`config.mk`:
```
export PLATFORM = sky130hd
export DESIGN_NAME = imem_loader
export DESIGN_NICKNAME = d
export VERILOG_FILES = /design/src/rtl/imem_loader_pkg.sv /design/src/rtl/imem_loader_byte_packer.sv /design/src/rtl/imem_loader.sv
export SDC_FILE = /design/constraint.sdc
export NUM_CORES = 1
export LEC_CHECK = 0
export CORE_AREA = 2 2 112 114
export DETAILED_ROUTE_END_ITERATION = 6
export DIE_AREA = 0 0 114 116
export GPL_ROUTABILITY_DRIVEN = 0
export PLACE_DENSITY_LB_ADDON = 0.05
export REMOVE_ABC_BUFFERS = 1
export SLEW_MARGIN = 20
export SYNTH_ARGS = -nofsm -noshare
export SYNTH_HDL_FRONTEND = slang
export SYNTH_SLANG_ARGS = --single-unit
export TNS_END_PERCENT = 50
```
`constraint.sdc`:
```
create_clock -name clock -period 3 [get_ports clock]
set_clock_uncertainty 0.05 [all_clocks]
set_input_delay 0.3 -clock clock [delete_from_list [all_inputs] [get_ports clock]]
set_output_delay 0.3 -clock clock [all_outputs]
set_load 0.005 [all_outputs]
```
`src/rtl/imem_loader_pkg.sv`:
```
// imem_loader_pkg
//   Shared definitions for the boot-time instruction-memory loader:
//   loader state encoding and the stream framing constants.
package imem_loader_pkg;

    typedef enum logic [2:0] {
        HEADER,
        LOAD,
        CKSUM,
        DONE,
        ERROR
    } state_t;

    localparam int unsigned HEADER_BYTES = 4;  // bytes in the big-endian word-count header
    localparam int unsigned WORD_BYTES   = 4;  // bytes per instruction word
    localparam int unsigned ADDR_STEP    = 4;  // byte-address increment per written word

endpackage

```
`src/rtl/imem_loader_byte_packer.sv`:
```
// byte_packer
//   Packs a big-endian byte stream into 32-bit words. The first byte of a
//   group lands in bits 31:24. word_out/word_valid are combinational so the
//   consumer sees the completed word in the same cycle as its last byte.
//
// Ports
//   clock      in   1   rising-edge clock
//   reset      in   1   synchronous active-high reset
//   clear      in   1   synchronous clear of counter and shift register
//   byte_in    in   8   incoming byte
//   byte_en    in   1   byte_in is accepted this cycle
//   word_out   out  32  packed word (valid when word_valid is high)
//   word_valid out  1   one-cycle pulse with the last byte of a group
module byte_packer
    import imem_loader_pkg::*;
#(
    parameter int unsigned BYTES = WORD_BYTES
) (
    input  logic        clock,
    input  logic        reset,
    input  logic        clear,
    input  logic [7:0]  byte_in,
    input  logic        byte_en,
    output logic [31:0] word_out,
    output logic        word_valid
);

    localparam logic [1:0] LAST = 2'(BYTES - 1);

    logic [1:0]  cnt_q,   cnt_d;
    logic [31:0] shreg_q, shreg_d;

    always_comb begin
        cnt_d   = cnt_q;
        shreg_d = shreg_q;
        if (clear) begin
            cnt_d   = '0;
            shreg_d = '0;
        end else if (byte_en) begin
            shreg_d = {shreg_q[23:0], byte_in};
            cnt_d   = (cnt_q == LAST) ? 2'd0 : cnt_q + 2'd1;
        end
    end

    always_ff @(posedge clock) begin
        if (reset) begin
            cnt_q   <= '0;
            shreg_q <= '0;
        end else begin
            cnt_q   <= cnt_d;
            shreg_q <= shreg_d;
        end
    end

    // The completed word includes the byte arriving this cycle.
    assign word_out   = {shreg_q[23:0], byte_in};
    assign word_valid = byte_en && !clear && (cnt_q == LAST);

endmodule

```
`src/rtl/imem_loader.sv`:
```
// imem_loader
//   Boot-time program loader driving the write side of the instruction
//   memory. Accepts a byte stream: 4-byte big-endian word count N, then N
//   big-endian words, written to BASE_ADDR + 4*k. Holds the CPU in reset
//   until the image is completely and validly loaded.
//   Optional feature macro: IMEM_LOADER_CHECKSUM_EN -- adds a trailing
//   checksum byte (XOR of all payload bytes) checked before DONE.
//
// Ports
//   clock             in   1   rising-edge clock
//   reset             in   1   synchronous active-high reset
//   byte_valid        in   1   source presents byte_data
//   byte_data         in   8   stream byte
//   byte_ready        out  1   loader accepts a byte (HEADER/LOAD/CKSUM)
//   mem_write_enabled out  1   registered one-cycle write strobe
//   mem_address       out  32  registered byte address of the write
//   mem_data          out  32  registered instruction word
//   cpu_reset         out  1   high in every state except DONE
//   load_done         out  1   sticky success flag
//   load_error        out  1   sticky reject flag
module imem_loader
    import imem_loader_pkg::*;
#(
    parameter logic [31:0] BASE_ADDR = 32'h0,
    parameter int unsigned MAX_WORDS = 1024
) (
    input  logic        clock,
    input  logic        reset,
    input  logic        byte_valid,
    input  logic [7:0]  byte_data,
    output logic        byte_ready,
    output logic        mem_write_enabled,
    output logic [31:0] mem_address,
    output logic [31:0] mem_data,
    output logic        cpu_reset,
    output logic        load_done,
    output logic        load_error
);

    localparam int unsigned WCW        = $clog2(MAX_WORDS + 1);
    localparam logic [31:0] MAX_N      = 32'(MAX_WORDS);
    localparam int unsigned PACK_BYTES = (HEADER_BYTES > WORD_BYTES) ? HEADER_BYTES : WORD_BYTES;

`ifdef IMEM_LOADER_CHECKSUM_EN
    localparam state_t PAYLOAD_END = CKSUM;
`else
    localparam state_t PAYLOAD_END = DONE;
`endif

    state_t           state_q,  state_d;
    logic [WCW-1:0]   wcnt_q,   wcnt_d;
    logic [WCW-1:0]   nwords_q, nwords_d;
    logic [31:0]      addr_q,   addr_d;
    logic             we_q,     we_d;
    logic [31:0]      maddr_q,  maddr_d;
    logic [31:0]      mdata_q,  mdata_d;
`ifdef IMEM_LOADER_CHECKSUM_EN
    logic [7:0]       cks_q,    cks_d;
`endif

    logic        accept;
    logic [31:0] word;
    logic        word_valid;

    assign byte_ready = (state_q == HEADER) || (state_q == LOAD) || (state_q == CKSUM);
    assign accept     = byte_valid && byte_ready;

    // Header and payload share one packer; it is idle-cleared once the
    // loader stops accepting bytes.
    byte_packer #(
        .BYTES (PACK_BYTES)
    ) u_packer (
        .clock      (clock),
        .reset      (reset),
        .clear      (!byte_ready),
        .byte_in    (byte_data),
        .byte_en    (accept),
        .word_out   (word),
        .word_valid (word_valid)
    );

    always_comb begin
        state_d  = state_q;
        wcnt_d   = wcnt_q;
        nwords_d = nwords_q;
        addr_d   = addr_q;
        we_d     = 1'b0;
        maddr_d  = maddr_q;
        mdata_d  = mdata_q;
`ifdef IMEM_LOADER_CHECKSUM_EN
        cks_d    = cks_q;
`endif
        case (state_q)
            HEADER: begin
                wcnt_d = '0;
                addr_d = BASE_ADDR;
`ifdef IMEM_LOADER_CHECKSUM_EN
                cks_d  = '0;
`endif
                if (word_valid) begin
                    if (word == 32'h0) begin
                        state_d = PAYLOAD_END;
                    end else if (word > MAX_N) begin
                        state_d = ERROR;
                    end else begin
                        nwords_d = word[WCW-1:0];
                        state_d  = LOAD;
                    end
                end
            end
            LOAD: begin
`ifdef IMEM_LOADER_CHECKSUM_EN
                if (accept) begin
                    cks_d = cks_q ^ byte_data;
                end
`endif
                if (word_valid) begin
                    we_d    = 1'b1;
                    maddr_d = addr_q;
                    mdata_d = word;
                    addr_d  = addr_q + 32'(ADDR_STEP);
                    wcnt_d  = wcnt_q + WCW'(1);
                    if ((wcnt_q + WCW'(1)) == nwords_q) begin
                        state_d = PAYLOAD_END;
                    end
                end
            end
`ifdef IMEM_LOADER_CHECKSUM_EN
            CKSUM: begin
                if (accept) begin
                    state_d = (byte_data == cks_q) ? DONE : ERROR;
                end
            end
`endif
            default: begin
                // DONE and ERROR hold until reset.
            end
        endcase
    end

    // ---- state / output register stage ----
    always_ff @(posedge clock) begin
        if (reset) begin
            state_q  <= HEADER;
            wcnt_q   <= '0;
            nwords_q <= '0;
            addr_q   <= BASE_ADDR;
            we_q     <= 1'b0;
            maddr_q  <= '0;
            mdata_q  <= '0;
`ifdef IMEM_LOADER_CHECKSUM_EN
            cks_q    <= '0;
`endif
        end else begin
            state_q  <= state_d;
            wcnt_q   <= wcnt_d;
            nwords_q <= nwords_d;
            addr_q   <= addr_d;
            we_q     <= we_d;
            maddr_q  <= maddr_d;
            mdata_q  <= mdata_d;
`ifdef IMEM_LOADER_CHECKSUM_EN
            cks_q    <= cks_d;
`endif
        end
    end

    assign mem_write_enabled = we_q;
    assign mem_address       = maddr_q;
    assign mem_data          = mdata_q;
    assign cpu_reset         = (state_q != DONE);
    assign load_done         = (state_q == DONE);
    assign load_error        = (state_q == ERROR);

endmodule

```
==> flow_summary.yaml, run 1 <==
run_status:
  status: "complete, no violations"
logic_synthesis:
  synthArstFlopShare_pct: 0
  ys_ff_latch: 144
  yosys.area.top_type_share_pct: 48.90
  syn_area_per_cell_um2: 8.327
  synth_cells: 708
  syn_area_mm2: 0.005896
  synth_ff_type: "dfxtp_1"
  synth.largest_area_cell: "dfxtp_1"
  yosys_warnings: 0
  synth_cell_types: 50
  ys_seq_area_share_pct: 48.90
  synth-edff-count: 0
  synth_area_leaders: "dfxtp_1 (49%), nand2_1 (8.9%), a21oi_1 (6.8%)"
floorplan:
  dieWidth_um: 114
  io_pins: 80
  die_area_mm2: 0.01322
  start_util_pct: 49.50
  rows: 40
  die_height_um: 116
  core_mm2: 0.01191
global_route:
  grt_usage_pct: 20.75
  grt_overflow_total: 0
  grt_pass1_vias: 4613
  grt_pass1_wl_um: 21940
  grt_antenna_before_repair: 0
  grt_start_max_net_pins: 74
cts:
  clk_path_buf_depth: 2
  cts-root-buf: "clkbuf_16"
  cts_max_level: 4
  cts.sinks: 144
  cts.clk_slew.worst_paths_ns: 0.05
  tritoncts: "built"
  post_cts_resized: 0
  numCtsBuffers: 17
  worstSkewPairLatency_ns: 0.43
  holdBufCountCts: 0
  post-cts-setup-buffers: 0
placement:
  dpl.cell_count: 895
  dp_hpwl_um: 8742
  placed_area_mm2: 0.006723
  port_buffers: 77
  pre_cts_slack_ns: 0.4444
cells_and_area:
  fin_area_mm2: 0.007239
  nFillCells: 1089
  antenna_cells: 0
  fin_nets: 781
  layout-drive-gt1-share_pct: 5.155
  syn_to_final_growth_pct: 22.79
  final_cells: 923
sta:
  maxSlewViolCount: 0
  setup-violations-final: 0
  final.min_clock_period_ns: 2.437
  slew_headroom_pct: 34.43
  rsz0062_at_grt: "false"
  fin_ws_ns: 0.5633
  tightest_slew_ns: 0.9835
  fmax_mhz: 410.4
  fin_crit_sh_pct: 81.22
  hold_violations: 0
setup_path:
  worstPathRequired_ns: 3.29
  critPathBufInv: 0
  start_kind: "flop"
  cp_max_fo: 8
  worst_path_max_delay_cell: "nor4_1"
  crit_chain: "ha_1, and3_1, and4_1, o22ai_1, nor4_1, nor3_1, a311oi_1"
  arrival_ns: 2.73
  critPathKind: "flop to flop"
  end_kind: "flop"
  reg2reg_depth: 7
  reg2reg_from: "wcnt_q[0]$_SDFFE_PP0P_"
  critPathMaxStageDelay_ns: 0.48
  reg2reg_slack_ns: 0.56
  cp_top_family: "simple AND/OR/NAND/NOR gates"
  r2r-end: "state_q[1]$_SDFFE_PP0P_"
route:
  vias_per_cell: 5.348
  drt_iter0_drc: 218
  drcViolationCount: 0
  vias: 4936
  dr.pass1.iters: 4
  post_drt_wl_per_cell_um: 14.14
  final_antenna_net_count: 0
  routed_wl_um: 13060
min_path:
  min_delay_path_depth: 3
  min_path_type: "input pin to flop"
  hold_path_startpoint: "reset"
  min_to: "nwords_q[5]$_SDFFE_PP0P_"
power_and_ir_drop:
  leakage_nw: 2.453
  ir_worst_vdd_uv: 370.1
  switching_power_w: 0.0008104
  clkPwrFrac_pct: 47.6
  swShare_pct: 20.61
  p_comb_share_pct: 2.9
  power_report.internal_total_w: 0.003122
  p_per_area_mw_per_mm2: 543.2
  pwr-share-seq_pct: 49.5
run:
  max_cap_violations: 0
[cell type report]
class | instances | area (um^2) | share of cell area [%]
clock buffer | 28 | 516.7 | 7.138
inverter | 8 | 30.03 | 0.4148
multi-input combinational | 512 | 2808 | 38.78
sequential | 144 | 2883 | 39.82
tap | 147 | 183.9 | 2.541
timing repair buffer | 84 | 818.3 | 11.30
[per-layer routing]
metal  vias up  share of wire, %  track usage (%)
met5         -                 0                0
met3        16               4.7            5.387
met4         0               1.5            7.642
li1       2505                 -                -
met2       100                48            35.40
met1      2315                46            25.40
[placed cells by master (no fill, tap or decap), types with 7 or more instances in the layout]
cell / count
dfxtp_1: 144
nand2_1: 140
nor2_1: 87
a21oi_1: 80
clkdlybuf4s50_1: 76
mux2i_1: 36
xnor2_1: 24
clkbuf_16: 17
o21ai_0: 15
nand3_1: 14
nor4_1: 12
nor3_1: 11
xor2_1: 11
nand4_1: 10
inv_1: 8
and3_1: 7
or3_1: 7
buf_4: 7
[power groups by stage]
stage	logic, W	clock network, W	registers, W
global route	0.000126	0.00198	0.00195
CTS	0.000115	0.00190	0.00195
floorplan	0.0000526	0	0.00198
global placement	0.000111	0	0.00199
detailed placement	0.000114	0	0.00199
finish	0.000113	0.00187	0.00195
[tightest hold or removal path: cells and delay by family]
family / cells / cell delay [ns]
and+or+nand+nor: 1 / 0.13
buffers and inverters: 2 / 0.39
[state kept, by name, summed over array words and instances, names as in the netlist]
signal and cells:
mem_data 32, addr_q 30, mem_address 30, u_packer.shreg_q 24, nwords_q 11, wcnt_q 11
state_q 3, u_packer.cnt_q 2, mem_write_enabled 1
[cell usage after synthesis (11+ instances only)]
master and count:
dfxtp_1 144, nand2_1 140, nor2_1 87, a21oi_1 80
clkbuf_1 39, mux2i_1 36, xnor2_1 24, o21ai_0 15
nand3_1 14, nor3_1 12, nor4_1 12, xor2_1 11
[worst max path at each step]
| stage | slack (ns) | cells past startpoint | to | startpoint |
|---|---|---|---|---|
| 2_1_floorplan | -2.49 | 6 | state_q[1]$_SDFFE_PP0P_ | state_q[2]$_SDFFE_PP0P_ |
| 3_3_place_gp | 0.51 | 6 | addr_q[31]$_SDFFE_PP0P_ | byte_valid |
| 3_5_place_dp | 0.44 | 6 | addr_q[21]$_SDFFE_PP0P_ | byte_valid |
| 4_1_cts | 0.58 | 7 | state_q[1]$_SDFFE_PP0P_ | wcnt_q[0]$_SDFFE_PP0P_ |
| 5_1_grt | 0.36 | 7 | state_q[1]$_SDFFE_PP0P_ | wcnt_q[0]$_SDFFE_PP0P_ |
| 6_report | 0.56 | 7 | state_q[1]$_SDFFE_PP0P_ | wcnt_q[0]$_SDFFE_PP0P_ |
[cells by family after synthesis]
family	Yosys count	synth area share, %
simple gates	321	24.68
compound gates	115	10.76
fa+ha+maj	3	0.6367
other cells	1	0.06361
flops	144	48.90
mux	36	6.112
buf+inv	53	3.650
xor+xnor	35	5.199
[per-stage QoR]
step	utilization (%)	hold slack, ns	total power (W)	TNS, ns
floorplan	-	0.3191	0.002033	-130.82
global placement	56.44	0.3922	0.002097	0
detailed placement	56.44	0.3970	0.002100	0
CTS	60.78	0.3991	0.003965	0
global route	60.78	0.4154	0.004056	0
finish	60.78	0.3978	0.003933	0
(Power assumes the default switching activity.)
==> run 2, diff against run 1 <==
--- a/config.mk
+++ b/config.mk
@@ -5,9 +5,9 @@
 export SDC_FILE = /design/constraint.sdc
 export NUM_CORES = 1
 export LEC_CHECK = 0
-export CORE_AREA = 2 2 112 114
+export CORE_AREA = 2 2 113 115
 export DETAILED_ROUTE_END_ITERATION = 6
-export DIE_AREA = 0 0 114 116
+export DIE_AREA = 0 0 115 117
 export GPL_ROUTABILITY_DRIVEN = 0
 export PLACE_DENSITY_LB_ADDON = 0.05
 export REMOVE_ABC_BUFFERS = 1
==> constraint.sdc (replaced) <==
create_clock -name clock -period 2.02 [get_ports clock]
set_clock_uncertainty 0.05 [all_clocks]
set_input_delay 0.202 -clock clock [delete_from_list [all_inputs] [get_ports clock]]
set_output_delay 0.202 -clock clock [all_outputs]
set_load 0.005 [all_outputs]
==> flow_summary.yaml, run 2 (same netlist as run 1, synthesis figures left out) <==
min_path:
  hold_path_startpoint: "reset"
  min_delay_path_depth: 3
  min_path_type: "input pin to flop"
cells_and_area:
  final_cells: 1008
  fin_area_mm2: 0.008264
  largest_reg_flops: 32
  fin_util_pct: 67.12
  multi_input_area_mm2: 0.002998
  antenna_cells: 0
  final_cell_mix: "nand2_1 (140), dfxtp_1 (136), nor2_1 (87)"
  final_common_cell: "nand2_1"
  seqCellArea_mm2: 0.002895
  fin_nets: 860
  layout-drive-gt1-share_pct: 18.65
  nFillCells: 1020
  syn_to_final_growth_pct: 40.17
cts:
  cts.sinks: 144
  cts-root-buf: "clkbuf_16"
  cts.clk_slew.worst_paths_ns: 0.06
  clk_path_buf_depth: 2
  tritoncts: "built"
  worstSkewPairLatency_ns: 0.42
  holdBufCountCts: 0
  cts_max_level: 4
  numCtsBuffers: 17
route:
  vias: 5326
  final_antenna_net_count: 0
  drt_iter0_drc: 250
  dr.pass1.iters: 4
  routed_wl_um: 14700
  post_drt_wl_per_cell_um: 14.59
  drcViolationCount: 0
  vias_per_cell: 5.284
power_and_ir_drop:
  ir_worst_vdd_uv: 716.0
  leakage_nw: 3.032
  p_per_area_mw_per_mm2: 822.8
placement:
  pre_cts_slack_ns: -0.2968
  dpl.cell_count: 971
  port_buffers: 77
  placed_area_mm2: 0.007300
  dp_hpwl_um: 10080
global_route:
  grt_pass1_wl_um: 23650
  grt_antenna_before_repair: 0
  grt_start_max_net_pins: 41
  grt_pass1_vias: 5081
  grt_overflow_total: 0
  grt_usage_pct: 22.25
setup_path:
  end_kind: "flop"
  crit_chain: "or4_4, or4_4, nor4_4, buf_4, mux2i_1, nor2_1"
  worstPathRequired_ns: 2.27
  crit_top_cell: "or4_4"
  critPathKind: "flop to flop"
  worst_path_max_delay_cell: "or4_4"
  cp_max_fo: 5
  critPathLaunch: "u_packer.shreg_q[7]$_SDFFE_PP0P_"
  reg2reg_from: "u_packer.shreg_q[7]$_SDFFE_PP0P_"
  reg2reg_depth: 6
  start_kind: "flop"
  arrival_ns: 2.49
  critPathMaxStageDelay_ns: 0.52
sta:
  final.min_clock_period_ns: 2.244
  fin_crit_sh_pct: 111.1
  setup-violations-final: 11
  rsz0062_at_grt: "true"
  fin_ws_ns: -0.2236
  fmax_mhz: 445.7
  maxSlewViolCount: 0
  hold_violations: 0
  slew_headroom_pct: 59.75
  fin_setup_tns_ns: -1.860
  tightest_slew_ns: 0.6038
floorplan:
  core_mm2: 0.01231
  start_util_pct: 47.89
  rows: 41
  die_height_um: 117
  dieWidth_um: 115
  die_area_mm2: 0.01346
  io_pins: 80
run_status:
  violations: "negative setup slack"
  status: "finished with violations"
run:
  max_cap_violations: 0
==> run 2: report_power, final <==
group | internal, W | switching (W) | total [W]
Sequential | 0.00286 | 0.0000190 | 0.00288
Clock | 0.00253 | 0.00115 | 0.00368
Combinational | 0.000115 | 0.000127 | 0.000242
Total | 0.00551 | 0.00129 | 0.00680
==> run 2: per-stage QoR <==
stage	power [W]	hold WS, ns
finish	0.006800	0.2218
detailed placement	0.003169	0.3953
floorplan	0.003019	0.2211
global route	0.006995	0.2250
global placement	0.003163	0.3936
CTS	0.006833	0.2042
==> run 2: path summary, 6_finish.rpt <==
| check | to | slack [ns] |
|---|---|---|
| min | wcnt_q[6]$_SDFFE_PP0P_ | 0.22 |
| max reg2reg | nwords_q[9]$_SDFFE_PP0P_ | -0.22 |
| max | nwords_q[9]$_SDFFE_PP0P_ | -0.22 |
| min reg2reg | mem_address[2]$_SDFFE_PP0P_ | 0.40 |
==> run 2: worst max-delay path: cells and delay by family, from the launching register on <==
family / cells / cell delay, ns
multiplexers: 1 / 0.22
buffers and inverters: 1 / 0.23
flip-flops: 1 / 0.31
AND/OR/NAND/NOR: 4 / 1.33
==> run 2: final cells by class <==
type	count	share of cell area, %
Multi-Input combinational cell	512	36.28
Tap cell	150	2.271
Clock buffer	21	5.693
Clock inverter	10	2.786
Timing Repair Buffer	163	17.58
Inverter	8	0.3634
Sequential cell	144	35.03
==> run 2: layer usage <==
layer  track usage (%)  up-vias  part of all wire, %
met5                 0        -                    0
met4             7.390        0                  1.6
met3             5.201       20                  3.4
met2             40.16      107                   51
met1             26.12     2520                   44
li1                  -     2679                    -
==> run 2: repair_timing <==
| action | CTS | global route |
|---|---|---|
| cloned | 1 | 0 |
| gates resized for setup | 14 | 39 |
| endpoints found under the setup margin | 16 | 69 |
| setup buffers | 0 | 5 |
| pin swaps | 3 | 12 |
==> edit 1 (config.mk and constraints of run 2) <==
Set the parameter `MAX_WORDS` to 256 (it was 1024).
--- a/src/rtl/imem_loader.sv
+++ b/src/rtl/imem_loader.sv
@@ -24,3 +24,3 @@
     parameter logic [31:0] BASE_ADDR = 32'h0,
-    parameter int unsigned MAX_WORDS = 1024
+    parameter int unsigned MAX_WORDS = 256
 ) (
Function: changed (Yosys sat finds a counterexample within 10 cycles, from zero or initial values and one cycle with reset high).
==> edit 1 against run 2 <==
The flow still finishes with violations (negative setup slack). Sequential cell count down 4. Setup slack better by 0.20 ns. Die area unchanged. Sequential share of layout area up 2.4 points. Wire length down 11%. Sequential power down 2%. Design area down 9.2%. Synthesized area down 4.0%. Maximum frequency up 10%. Total power down 11%. Critical endpoint is now load_done.
==> edit 1: results (changes against run 2) <==
\begin{tabular}{lr}
\hline
Metric & Value \\
\hline
\multicolumn{2}{l}{\textbf{Logic synthesis}} \\
Fraction of synthesized cell area in xor and xnor cells & 5.57\% (was 5.20\%) \\
Compound-cell area share of the yosys netlist & 10.8\% (about the same) \\
Multiplexer share of the synthesized area & 6.19\% (was 6.11\%) \\
Post-synthesis share of cell area spent on full adders, half adders and majority gates & 0.663\% (was 0.637\%) \\
Number of unique standard cell types used by synthesis & 45 (was 50) \\
\multicolumn{2}{l}{\textbf{Status}} \\
Run status & finished, violations left (unchanged) \\
Violations in the final reports & negative setup slack (unchanged) \\
\multicolumn{2}{l}{\textbf{Placed design}} \\
Placed instance count & 900 (was 971) \\
Total cell area at the placement stage & 6840 um\^{}2 (was 7300 um\^{}2) \\
Post-Place Worst Slack & -0.336 ns (was -0.297 ns) \\
HPWL Detailed & 9220 um (was 10100 um) \\
\multicolumn{2}{l}{\textbf{Routing}} \\
Drt wl/cell & 14.0 um (was 14.6 um) \\
Via count of the routed design & 4865 (was 5326) \\
Drt first-iter violations & 239 (was 250) \\
\multicolumn{2}{l}{\textbf{GRT}} \\
Wire length of the first global-routing pass & 21600 um (was 23600 um) \\
Via count of the first global-routing pass & 4550 (was 5081) \\
Maximum number of pins on one net before global-route repair & 44 (was 41) \\
\multicolumn{2}{l}{\textbf{Power and ir drop}} \\
Internal power & 4790 uW (was 5510 uW) \\
Worst-case vdd ir drop & 0.000537 V (was 0.000716 V) \\
\multicolumn{2}{l}{\textbf{Final layout}} \\
Layout filler cell count & 1138 (was 1020) \\
Net total in the final layout & 786 (was 860) \\
Share of layout cells above drive strength 1 & 12.8\% (was 18.6\%) \\
\multicolumn{2}{l}{\textbf{Worst setup path}} \\
Maximum single-stage delay on the critical path & 0.49 ns (was 0.52 ns) \\
Family of cells with the greatest summed delay on the critical path & buffers and inverters (was simple AND/OR/NAND/NOR gates) \\
\multicolumn{2}{l}{\textbf{STA}} \\
Final critical-path setup slack & -0.0199 ns (was -0.224 ns) \\
Final count of negative-setup-slack endpoints & 1 (was 11) \\
\hline
\end{tabular}
## edit 1: final timing paths
path / cells after the start / from / slack (ns) / to
max: 5 / state_q[1] / -0.02 / load_done
min: 3 / reset / 0.15 / mem_write_enabled
max reg2reg: 7 / u_packer.cnt_q[0] / 0.12 / nwords_q[7]
min reg2reg: 2 / mem_address[9] / 0.40 / mem_address[9]
## edit 1: per-layer routing
layer | vias to the layer above | share of wire, % | track usage [%]
met5 | - | 0 | 0
met4 | 0 | 1.9 | 8.11
met1 | 2287 | 46 | 25.8
li1 | 2471 | - | -
met3 | 22 | 3.4 | 5.30
met2 | 85 | 48 | 33.6
## edit 1: per-stage QoR
step	TNS, ns	total power [uW]
2_1_floorplan	-152.50	2940
3_3_place_gp	-2.40	3070
3_5_place_dp	-2.91	3070
4_1_cts	-0.120	6100
5_1_grt	-0.116	6240
6_report	-0.0199	6050
## edit 1: power by group through the flow
stage	clock [uW]	sequential, uW	combinational [uW]
final	3010	2810	227
after global placement	0	2870	204
after CTS	3070	2810	221
after detailed placement	0	2870	206
after global routing	3180	2810	247
after floorplan	0	2860	79.8
## edit 1: final cells by class
| type | count | area (um^2) | area share [%] |
|---|---|---|---|
| inverters | 5 | 18.8 | 0.250 |
| flip-flops and latches | 140 | 2810 | 37.5 |
| clock buffers | 25 | 485 | 6.47 |
| multi-input cells | 478 | 2710 | 36.1 |
| clock inverters | 6 | 86.3 | 1.15 |
| repair buffers | 130 | 1210 | 16.1 |
| well taps | 150 | 188 | 2.50 |
## edit 1: what timing repair did
| action | in CTS | in global routing |
|---|---|---|
| setup endpoints to repair | 12 | 15 |
| cloned | 0 | 0 |
| gates resized for setup | 3 | 15 |
| pin swaps | 2 | 3 |
| setup buffers | 2 | 1 |
==> edit 2 (flow settings as in run 2) <==
Made on the original files. `mdata_q` no longer has a reset.
--- a/src/rtl/imem_loader.sv
+++ b/src/rtl/imem_loader.sv
@@ -149,3 +149,2 @@
             maddr_q  <= '0;
-            mdata_q  <= '0;
 `ifdef IMEM_LOADER_CHECKSUM_EN
@@ -160,3 +159,2 @@
             maddr_q  <= maddr_d;
-            mdata_q  <= mdata_d;
 `ifdef IMEM_LOADER_CHECKSUM_EN
@@ -165,2 +163,6 @@
         end
+    end
+
+    always_ff @(posedge clock) begin
+        mdata_q <= mdata_d;
     end
Function: differs if reset is asserted again (counterexample within 10 cycles, from zero or initial values and one cycle with reset high); with reset held inactive, the same outputs for 10 cycles.
==> edit 2 against run 2 <==
The run still ends with negative setup slack left. Synthesized area shrank 3.8%. Wire length shrank 12%. Sequential cell count is the same. Design area shrank 5.5%. Utilization shrank 3.7 points. Sequential power grew 4%. Total power shrank 7.5%. Setup slack gained 0.12 ns. Largest cell class is now flip-flops and latches.
==> edit 2: results (changes against run 2) <==
\begin{tabular}{lr}
\hline
Metric & Value \\
\hline
\multicolumn{2}{l}{\textbf{Worst setup path}} \\
Maximum fanout along the worst path & 6 (was 5) \\
FF-to-FF path depth & 7 (was 6) \\
Reg2Reg Launch Point & u\_packer.shreg\_q[12] (was u\_packer.shreg\_q[7]) \\
Worst reg2reg endpoint & nwords\_q[5] (was nwords\_q[9]) \\
\multicolumn{2}{l}{\textbf{Final layout}} \\
Layout filler cell count & 1056 (was 1020) \\
Share of layout cells above drive strength 1 & 19.8\% (was 18.6\%) \\
Net total in the final layout & 730 (was 860) \\
\multicolumn{2}{l}{\textbf{Logic synthesis}} \\
EDFF count, synth & 32 (was 0) \\
Commonest cells in the netlist & sky130\_fd\_sc\_hd\_\_dfxtp\_1 (112), sky130\_fd\_sc\_hd\_\_nor2\_1 (90), sky130\_fd\_sc\_hd\_\_nand2\_1 (87), sky130\_fd\_sc\_hd\_\_a21oi\_1 (47), sky130\_fd\_sc\_hd\_\_mux2i\_1 (37) (was sky130\_fd\_sc\_hd\_\_dfxtp\_1 (144), sky130\_fd\_sc\_hd\_\_nand2\_1 (140), sky130\_fd\_sc\_hd\_\_nor2\_1 (87), sky130\_fd\_sc\_hd\_\_a21oi\_1 (80), sky130\_fd\_sc\_hd\_\_clkbuf\_1 (39)) \\
Seq/Total Area, Yosys & 56.4\% (was 48.9\%) \\
Number of unique standard cell types used by synthesis & 45 (was 50) \\
\multicolumn{2}{l}{\textbf{STA}} \\
Final count of negative-setup-slack endpoints & 13 (was 11) \\
Slew headroom & 61.6\% (was 59.7\%) \\
Setup Total Neg Slack & -0.792 ns (was -1.86 ns) \\
Final critical-path setup slack & -0.104 ns (was -0.224 ns) \\
Worst hold slack & 0.0159 ns (was 0.222 ns) \\
\multicolumn{2}{l}{\textbf{Worst hold path}} \\
Worst-case hold path end point & state\_q[2] (was wcnt\_q[6]) \\
Cell depth of the worst min-delay path & 2 (was 3) \\
\multicolumn{2}{l}{\textbf{Routing}} \\
Avg Vias per Cell & 5.18 (was 5.28) \\
\multicolumn{2}{l}{\textbf{GRT}} \\
Via count of the first global-routing pass & 4258 (was 5081) \\
Wire length of the first global-routing pass & 20700 um (was 23600 um) \\
Total global-route track usage & 19.8\% (was 22.3\%) \\
Maximum number of pins on one net before global-route repair & 53 (was 41) \\
\multicolumn{2}{l}{\textbf{Placed design}} \\
Post-Place Worst Slack & -0.213 ns (was -0.297 ns) \\
HPWL Detailed & 8760 um (was 10100 um) \\
\multicolumn{2}{l}{\textbf{Status}} \\
Run status & finished, violations left (unchanged) \\
Violations in the final reports & negative setup slack (unchanged) \\
\hline
\end{tabular}
## edit 2: worst max-delay path by stage
| stage | start | endpoint | slack (ns) | cells after the start |
|---|---|---|---|---|
| final | u_packer.shreg_q[12] | nwords_q[5] | -0.10 | 7 |
| after global placement | byte_valid | addr_q[21] | -0.16 | 8 |
| after CTS | u_packer.shreg_q[12] | nwords_q[5] | -0.08 | 7 |
| after detailed placement | byte_valid | addr_q[23] | -0.21 | 7 |
| after global routing | u_packer.shreg_q[4] | nwords_q[5] | -0.19 | 7 |
| after floorplan | u_packer.cnt_q[0] | state_q[1] | -1.75 | 10 |
## edit 2: repair_timing
item,in CTS,in global routing
pin swaps,4,12
gates resized for setup,8,44
buffers inserted,2,5
gates cloned,1,0
setup endpoints to repair,16,34
## edit 2: kinds of logic after synthesis
logic type | synth area share (%)
compound gates | 7.21
other cells | 0.0661
mux | 6.53
fa+ha+maj | 0.662
simple gates | 19.6
xor+xnor | 6.17
buf+inv | 3.26
flops | 56.4
## edit 2: cell type report
| cell class | count | area (um^2) | share of cell area, % |
|---|---|---|---|
| sequential | 144 | 3220 | 41.2 |
| inverter | 7 | 26.3 | 0.337 |
| tap | 150 | 188 | 2.40 |
| multi-input combinational | 403 | 2450 | 31.4 |
| timing repair buffer | 143 | 1340 | 17.1 |
| clock inverter | 13 | 134 | 1.72 |
| clock buffer | 19 | 454 | 5.82 |
## edit 2: critical path, cell delays in order, from the launching register on
cell and delay (ns):
sky130_fd_sc_hd__dfxtp_1 0.30, sky130_fd_sc_hd__or4_1 0.51, sky130_fd_sc_hd__or4_4 0.46, sky130_fd_sc_hd__nor3_4 0.15
sky130_fd_sc_hd__buf_4 0.14, sky130_fd_sc_hd__buf_12 0.11, sky130_fd_sc_hd__mux2i_2 0.21, sky130_fd_sc_hd__nor2_1 0.06
## edit 2: power by group through the flow
stage               sequential (uW)  combinational (uW)  clock, uW
finish                         2990                 226       3080
global route                   2990                 247       3250
CTS                            2980                 212       3140
detailed placement             3040                 206          0
global placement               3040                 203          0
floorplan                      3040                77.5          0
## edit 2: per-layer routing
metal / global-route usage [%] / wire [um] / vias to the layer above
met5: 0 / 0 / -
met4: 7.95 / 229 / 0
met3: 4.74 / 442 / 18
met2: 33.7 / 6390 / 91
met1: 24.3 / 5840 / 2168
li1: - / - / 2274
## edit 2: stage by stage
stage,instances,instance area [um^2]
floorplan,554,5520
global placement,839,6960
detailed placement,839,6960
CTS,874,7620
global route,879,7810
finish,879,7810
